`config.mk`:
```
export PLATFORM = sky130hd
export DESIGN_NAME = id_ex_stage
export DESIGN_NICKNAME = d
export VERILOG_FILES = /design/src/rtl/id_ex_stage.sv
export SDC_FILE = /design/constraint.sdc
export NUM_CORES = 1
export LEC_CHECK = 0
export ABC_CLOCK_PERIOD_IN_PS = 2100
export CORE_UTILIZATION = 40
export DETAILED_ROUTE_END_ITERATION = 12
export PLACE_DENSITY_LB_ADDON = 0.05
export SLEW_MARGIN = 20
export SYNTH_ARGS = -nofsm -noshare
export SYNTH_HDL_FRONTEND = slang
export SYNTH_SLANG_ARGS = --single-unit
```
`constraint.sdc`:
```
create_clock -name clk -period 2.1 [get_ports clk]
set_input_delay 0.42 -clock clk [delete_from_list [all_inputs] [get_ports clk]]
set_output_delay 0.42 -clock clk [all_outputs]
set_load 0.005 [all_outputs]
```
`src/rtl/id_ex_stage.sv`:
```
// id_ex_stage: decode-to-execute pipeline register with load-use interlock.
//
// Captures decoded operands, register numbers and control from decode and
// presents them to execute and the forwarding logic. When the instruction in
// execute is a load whose destination is read by the decode instruction,
// bubbles are inserted for LOAD_STALL cycles while stall_o holds PC and IF/ID.
// A taken branch (flush_i) squashes the decode instruction.
//
// Parameters:
//   DW         operand data width
//   AW         register address width
//   LOAD_STALL bubbles per load-use hazard (1..3)
//
// Ports:
//   clk, rst_n              clock, asynchronous active-low reset
//   flush_i                 squash decode instruction
//   id_*                    decode-stage instruction fields
//   ex_*                    registered copies for execute (all 0 = bubble)
//   stall_o                 hold PC and IF/ID this cycle (combinational)
//   stall_cnt_o             saturating stall-cycle count, present only when
//                           the ID_EX_PERF_EN macro is defined
//
// state | meaning
// ------+-------------------------------------------------------------
// RUN   | normal advance; detects load-use hazards, first bubble cycle
// STALL | extra bubble cycles; cnt_q counts remaining cycles after this

module id_ex_stage #(
  parameter int DW         = 32,
  parameter int AW         = 4,
  parameter int LOAD_STALL = 1
) (
  input  logic          clk,
  input  logic          rst_n,
  input  logic          flush_i,
  input  logic          id_valid_i,
  input  logic [AW-1:0] id_r2_i,
  input  logic [AW-1:0] id_r3_i,
  input  logic          id_r2_use_i,
  input  logic          id_r3_use_i,
  input  logic [DW-1:0] id_r2res_i,
  input  logic [DW-1:0] id_r3res_i,
  input  logic [AW-1:0] id_dest_i,
  input  logic [1:0]    id_extnd_sel_i,
  input  logic [3:0]    id_alu_op_i,
  input  logic          id_reg_write_i,
  input  logic          id_mem_read_i,
  output logic          ex_valid_o,
  output logic          ex_reg_write_o,
  output logic          ex_mem_read_o,
  output logic [AW-1:0] ex_r2_o,
  output logic [AW-1:0] ex_r3_o,
  output logic [AW-1:0] ex_dest_o,
  output logic [DW-1:0] ex_r2res_o,
  output logic [DW-1:0] ex_r3res_o,
  output logic [1:0]    ex_extnd_sel_o,
  output logic [3:0]    ex_alu_op_o,
  output logic          stall_o
`ifdef ID_EX_PERF_EN
  ,
  output logic [31:0]   stall_cnt_o
`endif
);

  typedef enum logic {RUN, STALL} state_t;

  typedef struct packed {
    logic          valid;
    logic          reg_write;
    logic          mem_read;
    logic [AW-1:0] r2;
    logic [AW-1:0] r3;
    logic [AW-1:0] dest;
    logic [DW-1:0] r2res;
    logic [DW-1:0] r3res;
    logic [1:0]    extnd_sel;
    logic [3:0]    alu_op;
  } ex_t;

  // Remaining STALL cycles after the hazard cycle itself, minus one.
  localparam logic [1:0] CNT_INIT = (LOAD_STALL > 1) ? 2'(LOAD_STALL - 2) : 2'd0;

  state_t     state_q, state_d;
  logic [1:0] cnt_q, cnt_d;
  ex_t        ex_q, ex_d;
  logic       hz;

  // No zero-register exemption: every register number can carry a hazard.
  assign hz = id_valid_i & ex_q.valid & ex_q.mem_read & ex_q.reg_write &
              ((id_r2_use_i & (id_r2_i == ex_q.dest)) |
               (id_r3_use_i & (id_r3_i == ex_q.dest)));

  always_comb begin
    state_d = state_q;
    cnt_d   = cnt_q;
    ex_d    = '0;
    stall_o = 1'b0;
    if (flush_i) begin
      state_d = RUN;
    end else if (state_q == STALL) begin
      stall_o = 1'b1;
      if (cnt_q == 2'd0) state_d = RUN;
      else               cnt_d   = cnt_q - 2'd1;
    end else if (hz) begin
      stall_o = 1'b1;
      if (LOAD_STALL > 1) begin
        cnt_d   = CNT_INIT;
        state_d = STALL;
      end
    end else if (id_valid_i) begin
      ex_d.valid     = 1'b1;
      ex_d.reg_write = id_reg_write_i;
      ex_d.mem_read  = id_mem_read_i;
      ex_d.r2        = id_r2_i;
      ex_d.r3        = id_r3_i;
      ex_d.dest      = id_dest_i;
      ex_d.r2res     = id_r2res_i;
      ex_d.r3res     = id_r3res_i;
      ex_d.extnd_sel = id_extnd_sel_i;
      ex_d.alu_op    = id_alu_op_i;
    end
  end

  always_ff @(posedge clk or negedge rst_n) begin
    if (!rst_n) begin
      state_q <= RUN;
      cnt_q   <= 2'd0;
      ex_q    <= '0;
    end else begin
      state_q <= state_d;
      cnt_q   <= cnt_d;
      ex_q    <= ex_d;
    end
  end

  assign ex_valid_o     = ex_q.valid;
  assign ex_reg_write_o = ex_q.reg_write;
  assign ex_mem_read_o  = ex_q.mem_read;
  assign ex_r2_o        = ex_q.r2;
  assign ex_r3_o        = ex_q.r3;
  assign ex_dest_o      = ex_q.dest;
  assign ex_r2res_o     = ex_q.r2res;
  assign ex_r3res_o     = ex_q.r3res;
  assign ex_extnd_sel_o = ex_q.extnd_sel;
  assign ex_alu_op_o    = ex_q.alu_op;

`ifdef ID_EX_PERF_EN
  logic [31:0] stall_cnt_q, stall_cnt_d;

  always_comb begin
    stall_cnt_d = stall_cnt_q;
    if (stall_o && (stall_cnt_q != 32'hFFFF_FFFF)) stall_cnt_d = stall_cnt_q + 32'd1;
  end

  always_ff @(posedge clk or negedge rst_n) begin
    if (!rst_n) stall_cnt_q <= 32'd0;
    else        stall_cnt_q <= stall_cnt_d;
  end

  assign stall_cnt_o = stall_cnt_q;
`endif

endmodule

```
Yosys cells after proc, flatten, opt, wreduce, memory -nomap -nowiden
Index checks and enable logic that the tools add are counted.
{"block": "classes", "bitwise_logic": 9, "mux": 10, "addsub": 1, "reduce_logical": 2, "eq_ne": 2}
{"cell": "85-bit 2-to-1 mux", "n": 4}
{"cell": "4-bit == test", "n": 2}
{"cell": "1-bit bitwise AND", "n": 6}
{"cell": "1-bit 2-to-1 mux", "n": 6}
{"cell": "3-bit AND reduction", "n": 1}
{"cell": "2-bit logical NOT", "n": 1}
{"cell": "1-bit inverter", "n": 2}
{"cell": "2-bit by 1-bit subtractor with 2-bit output, second input constant", "n": 1}
{"cell": "1-bit bitwise OR", "n": 1}
{"block": "word_totals", "ff_bits": 88, "elab_cells": 36, "inputBits": 90}

Logic depth before layout (Yosys ltp)
{"block": "depth", "ltp_word": 7, "depth_mapped": 6}

Least setup slack after synthesis
No wires, ideal clock.
{"block": "synth_timing", "path_kind": "in2out", "start": "input id_valid_i", "end": "output stall_o", "required_ns": 1.680, "t_arrival_ns": 1.262, "setup_slack_ns": 0.418, "stages": 5, "path_cell_list": "and4_1 -> nand3_1 -> o221ai_2 -> buf_4 -> nor2b_1"}
{"block": "synth_between", "elab_chain_cells": 7}
{"item": "start: declaration", "line": "36", "source": "input logic id_valid_i,"}
{"item": "1-bit bitwise AND (4 in series)", "line": "89", "source": "assign hz = id_valid_i & ex_q.valid & ex_q.mem_read & ex_q.reg_write &"}
{"item": "1-bit 2-to-1 mux", "line": "104", "source": "end else if (hz) begin"}
{"item": "1-bit 2-to-1 mux", "line": "100", "source": "end else if (state_q == STALL) begin"}
{"item": "1-bit 2-to-1 mux", "line": "98", "source": "if (flush_i) begin"}
{"item": "end: declaration", "line": "58", "source": "output logic stall_o"}
Every way passes these cells.

Final worst setup path
{"block": "layout_timing", "start": "register ex_q (netlist bit ex_dest_o[3])", "end": "output stall_o"}
{"block": "layout_between", "elab_chain_cells": 7}
{"item": "start: declaration", "line": "85", "source": "ex_t ex_q, ex_d;"}
{"item": "start signal: assignment", "line": "128", "source": "ex_q <= '0;"}
{"item": "start signal: assignment", "line": "132", "source": "ex_q <= ex_d;"}
{"item": "4-bit == test (on tied branches)", "line": "90, 91"}
{"item": "1-bit bitwise AND (on tied branches)", "line": "90, 91"}
{"item": "1-bit bitwise OR *", "line": "90", "source": "((id_r2_use_i & (id_r2_i == ex_q.dest)) |"}
{"item": "1-bit bitwise AND *", "line": "89"}
{"item": "1-bit 2-to-1 mux *", "line": "104"}
{"item": "1-bit 2-to-1 mux *", "line": "100"}
{"item": "1-bit 2-to-1 mux *", "line": "98"}
Mark *: on every way between the ends. The rest lies on a longest branch, timed or not.

==> impl_metrics.yaml <==
die:
  fp.dieH_um: 94.4
  std_cell_rows: 33
  start_util_pct: 41.4
  die-area_um2: 8920
  core_area_um2: 8260
  io_pins: 176
  die_width_um: 94.4
cts:
  clk_pin_slew_ns: 0.09
  cts_buffer_depth: 2
  cts_tree: "built"
  htreeDepth: 3
  cts-root-buf: "clkbuf_8"
  clock_latency_ns: 0.35
  cts_sinks: 88
  cts_made_buffers: 9
detailed_routing:
  viasPerCell: 4.40
  wirelength_mm: 7.81
  drt_iter0_markers: 126
  drt-pass1-iter-count: 3
  ant_nets: 0
  wire_per_inst_um: 13.4
  remaining_drc_errors: 0
  vias: 2563
sta:
  hold_viol: 0
  rsz0062_at_grt: "no"
  finalSetupViolations: 0
  post-route-period-util_pct: 94.5
  finalMaxSlewViolations: 0
  setup_tns_ns: 0
  worst_slew_pin_slew_ns: 0.476
  relSlewSlack_pct: 68.3
  max_freq_mhz: 504
  final.min_clock_period_ns: 1.99
  finalClockSkew_ns: 0.0107
  hold_ws_ns: 0.00976
global_route:
  grt_max_degree: 66
  antenna_found_initial: 0
  grt.total_usage_pct: 18.2
  grt_pass1_wl_mm: 12.3
  overflow: 0
  grt_pass1_vias: 2539
worst_setup_path:
  cp_max_fo: 3
  crit_path_end_kind: "output pin"
  cp.required_ns: 1.68
  cp.arrival_ns: 1.57
  worstSetupPathType: "register to output pin"
  worstSetupStartpointType: "register"
final_layout:
  area_growth_pct: 62.8
  drive_gt1_share_pct: 14.5
  fillCellCount: 624
  utilization_pct: 67.4
  antenna_cells: 0
  final_nets: 564
synthesis:
  yosysTopAreaCell: "dfrtp_1"
  synth.distinct_cells: 17
  synthTopCellsByArea: "dfrtp_1, nor3_2, inv_1, nor3_1, xnor2_1"
  yosysTopAreaCellShare_pct: 64.4
  yosysWarnings: 0
  syn-cell-area_um2: 3420
  post-synth-top-count-cell: "dfrtp_1"
  synth_edf_count: 0
  ys_top_cells_by_count: "dfrtp_1, inv_1, nor3_1"
  async_flop_share_pct: 100
  syn-num-nets: 389
  synth_ff_type: "dfrtp_1"
  syn_inst: 298
  synth_seq_area_share_pct: 64.4
  ys_ff_latch: 88
  syn_avg_cell_area_um2: 11.5
min_path:
  hold_path_class: "input port to async pin"
outcome:
  status: "finished, final reports clean"
pwr:
  finalPower_uw: 3560
  cellLeakagePower_uw: 0.00278
  powerDensity_nw_per_um2: 639
  ir_drop_mv: 0.314
job:
  maxCapViolCount: 0
placement:
  gp_congestion: 0.811
  dp_hpwl_mm: 5.60
  io_buffers: 175
kinds of logic after synthesis:
kind of cell               Yosys count  share of synthesized area (%)
buffers and inverters              105                           12.7
and+or+nand+nor                     93                           19.5
DFF                                 88                           64.4
xor gates and xnor gates             9                           2.31
AOI/OAI and AO/OA                    1                          0.439
muxes                                1                          0.293
adders and majority gates            1                          0.366
final timing paths:
check | startpoint | to | slack, ns | cells after the start
worst max-delay path | ex_dest_o[3]$_DFF_PN0_ | stall_o | 0.11 | 5
worst min-delay path | rst_n | ex_r3res_o[30]$_DFF_PN0_ | 0.01 | 1
worst max register to register | ex_dest_o[3]$_DFF_PN0_ | ex_r3res_o[11]$_DFF_PN0_ | 0.20 | 6
worst min register to register | cnt_q[0]$_DFFE_PN0P_ | cnt_q[0]$_DFFE_PN0P_ | 0.53 | 2
max in group asynchronous | rst_n | ex_r3res_o[1]$_DFF_PN0_ | 1.49 | 2
min in group clk | id_r3_i[3] | ex_r3_o[3]$_DFF_PN0_ | 0.34 | 3
registers in the layout, indices dropped and copies added (netlist names):
signal	cells
ex_r3_o	4
cnt_q	2
ex_mem_read_o	1
ex_reg_write_o	1
ex_valid_o	1
state_q	1
ex_r2_o	4
ex_r2res_o	32
ex_extnd_sel_o	2
ex_r3res_o	32
ex_dest_o	4
ex_alu_op_o	4
report_power, final:
part / switching [uW] / internal (uW)
Clock: 603 / 672
Sequential: 21.5 / 1760
Combinational: 186 / 311
Total: 810 / 2750
critical path: stages (launching register included):
cell and delay, ns:
dfrtp_1 0.43, xnor2_1 0.18, nand3_1 0.14, o221ai_4 0.19, nor2b_4 0.18, buf_6 0.10
timing repair:
item / in CTS / in global routing
gates resized for setup: 12 / 8
hold buffers: 0 / 0
cloned: 0 / 0
setup endpoints to repair: 1 / 1
buffers inserted: 0 / 0
pin swaps: 3 / 5
final cells by class:
class	count	area [um^2]	share of cell area (%)
Clock inverter	6	92.6	1.66
Clock buffer	9	124	2.23
Tap cell	105	131	2.36
Inverter	87	327	5.87
Timing Repair Buffer	182	1860	33.4
Sequential cell	88	2200	39.6
Multi-Input combinational cell	105	831	14.9
placed cells by master (no fill, tap or decap), types with 2 or more instances in the layout:
master,Yosys,final
dlymetal6s2s_1,0,8
nand3_1,4,3
buf_12,0,3
xnor2_1,9,8
inv_1,87,87
clkdlybuf4s50_1,0,164
nor3_2,39,39
buf_4,1,5
bufinv_16,0,2
nor3_1,46,46
inv_6,0,2
clkinvlp_4,0,2
clkbuf_8,0,9
dfrtp_1,88,88
through the flow:
stage / instances / instance area, um^2 / setup WS (ns)
after detailed placement: 567 / 5300 / -0.461
after global routing: 582 / 5570 / 0.0141
after global placement: 567 / 5300 / -0.450
after CTS: 582 / 5550 / 0.00111
after floorplan: 298 / 3420 / 0.418
final: 582 / 5570 / 0.115
metal layers:
layer / up-vias / share of wire [%] / track usage [%]
met1: 1199 / 41 / 22.8
met2: 110 / 47 / 28.4
met3: 11 / 10 / 6.76
met4: 0 / 1.7 / 7.44
met5: - / 0 / 0
li1: 1243 / - / -
Power figures use the tool's default switching activity.
